--- src/rtl/lsu_ctrl.sv ---
// lsu_ctrl: single-outstanding load/store sequencer for the RV32I memory stage
module lsu_ctrl #(
    parameter int TIMEOUT = 255
) (
    input  logic        clock,
    input  logic        reset,
    input  logic        mem_valid_i,
    input  logic [1:0]  mem_op_i,
    input  logic [2:0]  mem_funct3_i,
    input  logic [31:0] mem_addr_i,
    input  logic [31:0] mem_wdata_i,
    input  logic        flush_i,
    output logic        stall_o,
    output logic        bus_req_o,
    output logic        bus_we_o,
    output logic [31:0] bus_addr_o,
    output logic [3:0]  bus_be_o,
    output logic [31:0] bus_wdata_o,
    input  logic        bus_ack_i,
    input  logic        bus_err_i,
    input  logic [31:0] bus_rdata_i,
    output logic        load_valid_o,
    output logic [31:0] load_data_o,
    output logic        exc_misaligned_o,
    output logic        exc_access_o
);
    localparam int CW = $clog2(TIMEOUT + 1);

    typedef enum logic [1:0] {IDLE, BUSY, DRAIN, DONE} state_t;

    state_t        state_q, state_d;
    logic [CW-1:0] cnt_q, cnt_d;
    logic          req_q, req_d, we_q, we_d;
    logic [31:0]   addr_q, addr_d, wdata_q, wdata_d, ld_q, ld_d;
    logic [3:0]    be_q, be_d;
    logic          lv_q, lv_d, mis_q, mis_d, acc_q, acc_d;
    logic          load_q, load_d, byte_q, byte_d, half_q, half_d, uns_q, uns_d;
    logic [1:0]    off_q, off_d;

    logic          is_load, is_store, request, sz_byte, sz_half, misaligned, timeout;
    logic [3:0]    be_new;
    logic [31:0]   wdata_new, shifted, ext;

    // request decode, size/alignment and lane formatting for issue and load return
    always_comb begin
        is_load    = mem_op_i == 2'd1;
        is_store   = mem_op_i == 2'd2;
        request    = mem_valid_i & (is_load | is_store) & !flush_i;
        sz_byte    = mem_funct3_i == 3'd0 | (is_load & mem_funct3_i == 3'd4);
        sz_half    = mem_funct3_i == 3'd1 | (is_load & mem_funct3_i == 3'd5);
        misaligned = (sz_half & mem_addr_i[0]) | (!sz_byte & !sz_half & mem_addr_i[1:0] != 2'd0);
        be_new     = sz_byte ? 4'b0001 << mem_addr_i[1:0] : sz_half ? 4'b0011 << mem_addr_i[1:0] : 4'hF;
        wdata_new  = is_load ? 32'd0 : sz_byte ? {4{mem_wdata_i[7:0]}} :
                     sz_half ? {2{mem_wdata_i[15:0]}} : mem_wdata_i;
        shifted    = bus_rdata_i >> {off_q, 3'b000};
        ext        = byte_q ? {{24{!uns_q & shifted[7]}}, shifted[7:0]} :
                     half_q ? {{16{!uns_q & shifted[15]}}, shifted[15:0]} : shifted;
        timeout    = cnt_q == CW'(TIMEOUT);
        stall_o    = !reset & (state_q == BUSY | state_q == DRAIN |
                               (state_q == IDLE & request & !misaligned));
    end

    // next-state and registered-output logic
    always_comb begin
        state_d = state_q;
        cnt_d   = cnt_q;
        req_d   = req_q;
        we_d    = we_q;
        addr_d  = addr_q;
        be_d    = be_q;
        wdata_d = wdata_q;
        ld_d    = ld_q;
        lv_d    = 1'b0;
        mis_d   = 1'b0;
        acc_d   = 1'b0;
        load_d  = load_q;
        byte_d  = byte_q;
        half_d  = half_q;
        uns_d   = uns_q;
        off_d   = off_q;
        case (state_q)
            IDLE: begin
                if (request & misaligned) begin
                    mis_d = 1'b1;
                end else if (request) begin
                    state_d = BUSY;
                    cnt_d   = '0;
                    req_d   = 1'b1;
                    we_d    = is_store;
                    addr_d  = {mem_addr_i[31:2], 2'b00};
                    be_d    = be_new;
                    wdata_d = wdata_new;
                    load_d  = is_load;
                    byte_d  = sz_byte;
                    half_d  = sz_half;
                    uns_d   = is_load & mem_funct3_i[2];
                    off_d   = mem_addr_i[1:0];
                end
            end
            BUSY: begin
                if (bus_ack_i) begin
                    req_d   = 1'b0;
                    state_d = flush_i ? IDLE : DONE;
                    lv_d    = !flush_i & load_q & !bus_err_i;
                    acc_d   = !flush_i & bus_err_i;
                    ld_d    = (!flush_i & load_q & !bus_err_i) ? ext : ld_q;
                end else if (timeout) begin
                    req_d   = 1'b0;
                    state_d = flush_i ? IDLE : DONE;
                    acc_d   = !flush_i;
                end else begin
                    cnt_d   = cnt_q + CW'(1);
                    state_d = flush_i ? DRAIN : BUSY;
                end
            end
            DRAIN: begin
                if (bus_ack_i | timeout) begin
                    req_d   = 1'b0;
                    state_d = IDLE;
                end else begin
                    cnt_d   = cnt_q + CW'(1);
                end
            end
            default: state_d = IDLE;
        endcase
    end

    // state and registered outputs, synchronous active-high reset
    always_ff @(posedge clock) begin
        if (reset) begin
            state_q <= IDLE;
            cnt_q   <= '0;
            req_q   <= 1'b0;
            we_q    <= 1'b0;
            addr_q  <= '0;
            be_q    <= '0;
            wdata_q <= '0;
            ld_q    <= '0;
            lv_q    <= 1'b0;
            mis_q   <= 1'b0;
            acc_q   <= 1'b0;
            load_q  <= 1'b0;
            byte_q  <= 1'b0;
            half_q  <= 1'b0;
            uns_q   <= 1'b0;
            off_q   <= '0;
        end else begin
            state_q <= state_d;
            cnt_q   <= cnt_d;
            req_q   <= req_d;
            we_q    <= we_d;
            addr_q  <= addr_d;
            be_q    <= be_d;
            wdata_q <= wdata_d;
            ld_q    <= ld_d;
            lv_q    <= lv_d;
            mis_q   <= mis_d;
            acc_q   <= acc_d;
            load_q  <= load_d;
            byte_q  <= byte_d;
            half_q  <= half_d;
            uns_q   <= uns_d;
            off_q   <= off_d;
        end
    end

    assign bus_req_o        = req_q;
    assign bus_we_o         = we_q;
    assign bus_addr_o       = addr_q;
    assign bus_be_o         = be_q;
    assign bus_wdata_o      = wdata_q;
    assign load_valid_o     = lv_q;
    assign load_data_o      = ld_q;
    assign exc_misaligned_o = mis_q;
    assign exc_access_o     = acc_q;
endmodule
--- config.mk ---
export PLATFORM = sky130hd
export DESIGN_NAME = lsu_ctrl
export DESIGN_NICKNAME = d
export VERILOG_FILES = /design/src/rtl/lsu_ctrl.sv
export SDC_FILE = /design/constraint.sdc
export NUM_CORES = 1
export LEC_CHECK = 0
export CAP_MARGIN = 5
export CORE_ASPECT_RATIO = 1.2
export CORE_MARGIN = 2
export CORE_UTILIZATION = 40
export CTS_CLUSTER_DIAMETER = 60
export CTS_CLUSTER_SIZE = 16
export DETAILED_ROUTE_END_ITERATION = 8
export PLACE_DENSITY = 0.83
export SYNTH_ARGS = -nofsm -noshare
export SYNTH_HDL_FRONTEND = slang
export SYNTH_SLANG_ARGS = --single-unit
--- constraint.sdc ---
create_clock -name clock -period 4.15 [get_ports clock]
set_clock_uncertainty 0.05 [all_clocks]
set_input_delay 0.6225 -clock clock [delete_from_list [all_inputs] [get_ports clock]]
set_output_delay 0.6225 -clock clock [all_outputs]
set_load 0.005 [all_outputs]
==> impl_metrics.tcl, run 1 <==
set metrics [dict create \
    outcome "finished clean" \
    setup_tns_ps 0 \
    min_period_ps 3680 \
    clk_path_buf_depth 2 \
    clock-sinks 119 \
    worst_ir_drop_vdd_uv 289 \
    grt_pass1_vias 5528 \
    post-place-cells 1027 \
    cts_resized 0 \
    synthesis.instances 694 \
    drt.antenna.violating_nets 0 \
    maximum_number_of_pins_on_one_net_before_global_route_repair 98 \
    final.hold.worst_slack_ps 399 \
    ys_types 45 \
    end_kind "output pin" \
    final_nets 993 \
    gr_util_all_layers 0.227 \
    slew-limit-headroom 0.306 \
    postSynthAreaPerCell_um2 8.11 \
    core_area_mm2 0.0138 \
    die_w_um 112 \
    timing_worst_slew_pin_value_ps 1040 \
    synth.cell_area_mm2 0.00563 \
    number_of_antenna_violations_at_the_first_check_in_global_routing 0 \
    critical-path-max-stage-delay_ps 550 \
    cts.htree.levels 4 \
    initial_utilization 0.409 \
    via_per_inst 5.30 \
    rsz0062_at_grt "false" \
    dr.first_iter.drc_count 376 \
    drt_wl_total_um 17100 \
    worstPathBufferInverterCount 3 \
    post_synth_arst_share 0 \
    finalWeightedCongestion 0.822 \
    most_frequent_standard_cell_in_the_layout_excluding_fill_and_tap_cells "sky130_fd_sc_hd__clkdlybuf4s50_1" \
    crit_path_max_fanout 5 \
    post_drt_wl_per_cell_um 16.2 \
    slew_violations 0 \
    post_synth_edffs 0 \
    insertion_delay_ps 410 \
    cp_top_family "buffers and inverters" \
    max-cap-violations 0 \
    hold_path_class "flip-flop to flip-flop" \
    timing_limited_maximum_frequency_mhz 271 \
    die_area_mm2 0.0150 \
    drt-pass1-iter-count 4 \
    signal_arrival_time_at_the_worst_endpoint_ps 3010 \
    insertedDiodeCount 0 \
    path_common_cell "sky130_fd_sc_hd__clkdlybuf4s50_1" \
    setup.worst_path.class "input port to output pin" \
    path_cells "clkdlybuf4s50_1, inv_1, ha_1, nor2_1, nand3_1, or3_2, a21oi_1, clkdlybuf4s50_1" \
    dominantRegCellSynth "sky130_fd_sc_hd__dfxtp_1" \
    die_h_um 134 \
    synth_sequential_area_ratio 0.423 \
    io_pins 213 \
    num_rows 47 \
    grt_residual_overflow 0 \
    grt_first_pass_wirelength_um 27500 \
    worst_ep_required_time_ps 3480 \
    most-common-layout-cells "209 x sky130_fd_sc_hd__clkdlybuf4s50_1, 135 x sky130_fd_sc_hd__nand2_1, 119 x sky130_fd_sc_hd__dfxtp_1" \
    final-instance-count-excl-fill 1059 \
    clkTransAtPathRegs_ps 50 \
    detail_route.drc_violations 0 \
    power.density_mw_per_mm2 385 \
    ys.warnings.count 0 \
    setup_viol_count_final 0 \
    clockRootBuffer "sky130_fd_sc_hd__clkbuf_16" \
    tritoncts_clock_tree "built" \
    ys_seq_elements 119 \
    post_cts_buffers 0 \
    slowest_stage "sky130_fd_sc_hd__clkdlybuf4s50_1" \
    numCtsBuffers 17 \
    holdBufCountCts 0 \
    area_delta_synth_final_pct 50.6 \
    portBuffers 210 \
    detailed_place_hpwl_um 11800 \
    tcrit_tclk_final 0.888 \
    worstSetupStartpointType "input port" \
    vias 5616 \
    share_of_cells_above_drive_strength_1 0.0608 \
    fin_util 0.616 \
    final_hold_viol_count 0 \
    leakage_power_nw 3.12 \
]
[path summary, 6_finish.rpt]
path                            cells past startpoint       startpoint         endpoint  slack [ps]
worst max-delay path                                8      mem_op_i[0]          stall_o         470
worst min-delay path                                2  bus_wdata_o[16]  bus_wdata_o[16]         400
worst max register to register                      7       state_q[0]   bus_wdata_o[8]        1610
worst min register to register                      2  bus_wdata_o[16]  bus_wdata_o[16]         400
[worst register-to-register path, delay by kind of cell, from the launching register on]
family | cells | cell delay [ps]
adders and majority gates | 1 | 240
buffers and inverters | 2 | 480
DFF | 1 | 320
AOI/OAI and AO/OA | 1 | 160
and+or+nand+nor | 3 | 1210
[layout make-up]
type,instances,area [um2]
fillers,1218,5290
multi-input cells,503,2960
flip-flops and latches,119,2380
repair buffers,219,2170
clock buffers,24,482
clock inverters,8,215
well taps,171,214
inverters,15,56.3
[metrics by stage]
stage,total power [mW],area (um2),setup slack [ps]
3_3_place_gp,1.54,7780,519
4_1_cts,3.29,8480,459
2_1_floorplan,1.35,5630,1330
5_1_grt,3.37,8480,278
6_report,3.26,8480,465
3_5_place_dp,1.54,7780,488
[cell families (layout without fill, tap and decap cells)]
family / after synthesis / count (layout) / share of synthesized area
adders and majority gates: 11 / 11 / 0.0245
AOI/OAI and AO/OA: 199 / 199 / 0.215
and+or+nand+nor: 240 / 240 / 0.190
other: 1 / 2 / 0.000666
buffers and inverters: 73 / 266 / 0.0538
muxes: 51 / 51 / 0.0923
DFF: 119 / 119 / 0.423
[routing by layer]
metal  wire (um)  up-vias  track usage
met5           0        -            0
met4         357        0       0.0928
met3        1470       26       0.0786
met2        8260      222        0.380
met1        7040     2595        0.265
li1            -     2773            -
[Yosys cell counts, types with 9 or more instances]
| cell | number | share of area |
|---|---|---|
| sky130_fd_sc_hd__a21oi_1 | 109 | 0.097 |
| sky130_fd_sc_hd__buf_2 | 16 | 0.014 |
| sky130_fd_sc_hd__clkbuf_1 | 37 | 0.025 |
| sky130_fd_sc_hd__dfxtp_1 | 119 | 0.42 |
| sky130_fd_sc_hd__ha_1 | 11 | 0.024 |
| sky130_fd_sc_hd__inv_1 | 15 | 0.010 |
| sky130_fd_sc_hd__mux2i_1 | 44 | 0.078 |
| sky130_fd_sc_hd__nand2_1 | 135 | 0.090 |
| sky130_fd_sc_hd__nand3_1 | 10 | 0.0089 |
| sky130_fd_sc_hd__nand3b_1 | 9 | 0.012 |
| sky130_fd_sc_hd__nor2_1 | 39 | 0.026 |
| sky130_fd_sc_hd__o211ai_1 | 10 | 0.013 |
| sky130_fd_sc_hd__o21ai_0 | 28 | 0.025 |
| sky130_fd_sc_hd__or3_1 | 21 | 0.023 |
[state kept, by name (all words and copies together) (netlist names)]
signal            count
byte_q                1
cnt_q                 8
bus_be_o              4
bus_req_o             1
bus_addr_o           30
exc_misaligned_o      1
state_q               2
load_q                1
bus_wdata_o          32
off_q                 2
bus_we_o              1
uns_q                 1
half_q                1
load_data_o          32
exc_access_o          1
load_valid_o          1
[power breakdown]
group | leakage, nW | switching (mW) | internal (mW)
sequential | 0.961 | 0.0127 | 1.16
clock | 0.339 | 0.506 | 1.23
combinational | 1.82 | 0.159 | 0.185
Power figures use the tool's default switching activity.
==> run 2: changes to the inputs <==
--- a/config.mk
+++ b/config.mk
@@ -12,7 +12,8 @@
 export CTS_CLUSTER_DIAMETER = 60
 export CTS_CLUSTER_SIZE = 16
 export DETAILED_ROUTE_END_ITERATION = 8
-export PLACE_DENSITY = 0.83
+export PLACE_DENSITY = 0.86
+export RECOVER_POWER = 25
 export SYNTH_ARGS = -nofsm -noshare
 export SYNTH_HDL_FRONTEND = slang
 export SYNTH_SLANG_ARGS = --single-unit
==> constraint.sdc (replaced) <==
create_clock -name clock -period 3.1 [get_ports clock]
set_clock_uncertainty 0.05 [all_clocks]
set_input_delay 0.465 -clock clock [delete_from_list [all_inputs] [get_ports clock]]
set_output_delay 0.465 -clock clock [all_outputs]
set_load 0.005 [all_outputs]
==> run 2 against run 1 <==
Routed wire length rose by 1.7%. Critical path depth did not move. Via count rose by 2.2%. Worst setup slack got worse by 290 ps. Combinational power rose by 38%. Clock-buffer cell count did not move. Clock power rose by 21%. Sequential power rose by 33%. Total power rose by 27%. Global-route usage fell by 0.088 points. Die area did not move. Worst hold slack got worse by 3.6 ps.
==> impl_metrics.tcl, run 2 (synthesis results as in run 1) <==
set metrics [dict create \
    holdCritStartpoint "bus_wdata_o[14]" \
    die_h_um 134 \
    drt_wl_total_um 17400 \
    drt-pass1-iter-count 5 \
    vias 5737 \
    setup.worst_path.class "input port to output pin" \
    portBuffers 210 \
    finalWeightedCongestion 0.858 \
    clkTransAtPathRegs_ps 50 \
    tcrit_tclk_final 0.944 \
    detailed_place_hpwl_um 12500 \
    dr.first_iter.drc_count 380 \
    leakage_power_nw 3.34 \
    clockRootBuffer "sky130_fd_sc_hd__clkbuf_16" \
    most_frequent_standard_cell_in_the_layout_excluding_fill_and_tap_cells "sky130_fd_sc_hd__clkdlybuf4s50_1" \
    critical-path-max-stage-delay_ps 520 \
    post_drt_wl_per_cell_um 16.3 \
    setup_viol_count_final 0 \
    holdBufCountCts 0 \
    clk_path_buf_depth 2 \
    min_period_ps 2920 \
    insertedDiodeCount 0 \
    end_kind "output pin" \
    slowest_stage "sky130_fd_sc_hd__or3_2" \
    grt_pass1_vias 5506 \
    slew-limit-headroom 0.381 \
    worst_ep_required_time_ps 2580 \
    signal_arrival_time_at_the_worst_endpoint_ps 2410 \
    power.density_mw_per_mm2 486 \
    hold-path-cell-count 2 \
    die_w_um 112 \
    grt_first_pass_wirelength_um 27200 \
    final_cell_area_mm2 0.00852 \
    crit_path_start "mem_op_i[0]" \
    worst_hold_path.endpoint "bus_wdata_o[14]" \
    insertion_delay_ps 410 \
    grt_residual_overflow 0 \
    num_rows 47 \
    fin_total_pwr_mw 4.14 \
    io_pins 213 \
    tritoncts_clock_tree "built" \
    post_cts_buffers 0 \
    die_area_mm2 0.0150 \
    final_hold_viol_count 0 \
    rsz0062_at_grt "false" \
    r2r_setup_slack_ps 590 \
    final-instance-count-excl-fill 1071 \
    outcome "finished clean" \
    via_per_inst 5.36 \
    crit_path_max_fanout 2 \
    timing_limited_maximum_frequency_mhz 342 \
    timing.rr.end "bus_wdata_o[23]" \
    number_of_antenna_violations_at_the_first_check_in_global_routing 0 \
    core_area_mm2 0.0138 \
    worstSetupStartpointType "input port" \
    clock-sinks 119 \
    share_of_cells_above_drive_strength_1 0.0733 \
    maximum_number_of_pins_on_one_net_before_global_route_repair 94 \
    most-common-layout-cells "156 x sky130_fd_sc_hd__clkdlybuf4s50_1, 135 x sky130_fd_sc_hd__nand2_1, 119 x sky130_fd_sc_hd__dfxtp_1" \
    cts.htree.levels 4 \
    max-cap-violations 0 \
    area_delta_synth_final_pct 51.5 \
    post-place-cells 1040 \
    fin_util 0.619 \
    slew_violations 0 \
    path_cells "clkdlybuf4s50_1, inv_1, ha_1, nor2_1, nand3_1, or3_2, a21oi_1, clkbuf_2" \
    final_nets 1006 \
    drt.antenna.violating_nets 0 \
    place_area_mm2 0.00790 \
    numCtsBuffers 17 \
    timing_worst_slew_pin_value_ps 923 \
    worstRegToRegCells 7 \
    detail_route.drc_violations 0 \
    reg2reg_from "state_q[0]" \
    initial_utilization 0.409 \
    worst_ir_drop_vdd_uv 363 \
    hold_path_class "flip-flop to flip-flop" \
    gr_util_all_layers 0.226 \
]
==> run 2: how the worst max path moves through the flow <==
stage | slack (ps) | cells past startpoint | to
after floorplan | 600 | 8 | stall_o
after CTS | 60 | 8 | stall_o
after detailed placement | -170 | 8 | stall_o
after global routing | 70 | 8 | stall_o
after global placement | -130 | 8 | stall_o
final | 180 | 8 | stall_o
==> run 2: per-stage QoR <==
stage	setup WS (ps)	TNS, ps	hold WS (ps)
floorplan	596	0	385
global route	73.8	0	416
finish	175	0	396
detailed placement	-174	-1800	394
CTS	58.0	0	400
global placement	-125	-367	389
==> run 2: report_power, final <==
part / switching (mW) / total (mW) / internal (mW)
Sequential: 0.0139 / 1.57 / 1.56
Combinational: 0.220 / 0.475 / 0.255
Clock: 0.672 / 2.10 / 1.43
Total: 0.906 / 4.14 / 3.24
==> run 2: final cells by class <==
class / count / area, um2
inverters: 15 / 56.3
clock inverters: 7 / 141
repair buffers: 232 / 2280
flip-flops and latches: 119 / 2380
well taps: 171 / 214
multi-input cells: 503 / 2960
fillers: 1200 / 5240
clock buffers: 24 / 492
==> run 2: per-layer routing <==
layer / vias up / wire length [um] / track usage
li1: 2804 / - / -
met1: 2643 / 6850 / 0.255
met2: 254 / 8340 / 0.381
met3: 36 / 1660 / 0.0813
met4: 0 / 569 / 0.104
met5: - / 0 / 0
==> run 2: what timing repair did <==
action,CTS,global route
cloned,0,0
setup endpoints to repair,1,1
gates resized for setup,1,2
==> run 2: critical path, delay by kind of cell <==
kind / cells / cell delay [ps]
AND/OR/NAND/NOR: 3 / 780
AO/OA/AOI/OAI: 1 / 200
buffers and inverters: 3 / 690
adder cells (fa/ha/maj): 1 / 280
==> run 3: changes to the inputs <==
--- a/config.mk
+++ b/config.mk
@@ -12,6 +12,7 @@
 export CTS_CLUSTER_DIAMETER = 60
 export CTS_CLUSTER_SIZE = 16
 export DETAILED_ROUTE_END_ITERATION = 8
+export GPL_ROUTABILITY_DRIVEN = 0
 export PLACE_DENSITY = 0.86
 export RECOVER_POWER = 25
 export SYNTH_ARGS = -nofsm -noshare
==> results of run 3 <==
Same layout as run 2: the final DEF is identical, and so are final timing and power.
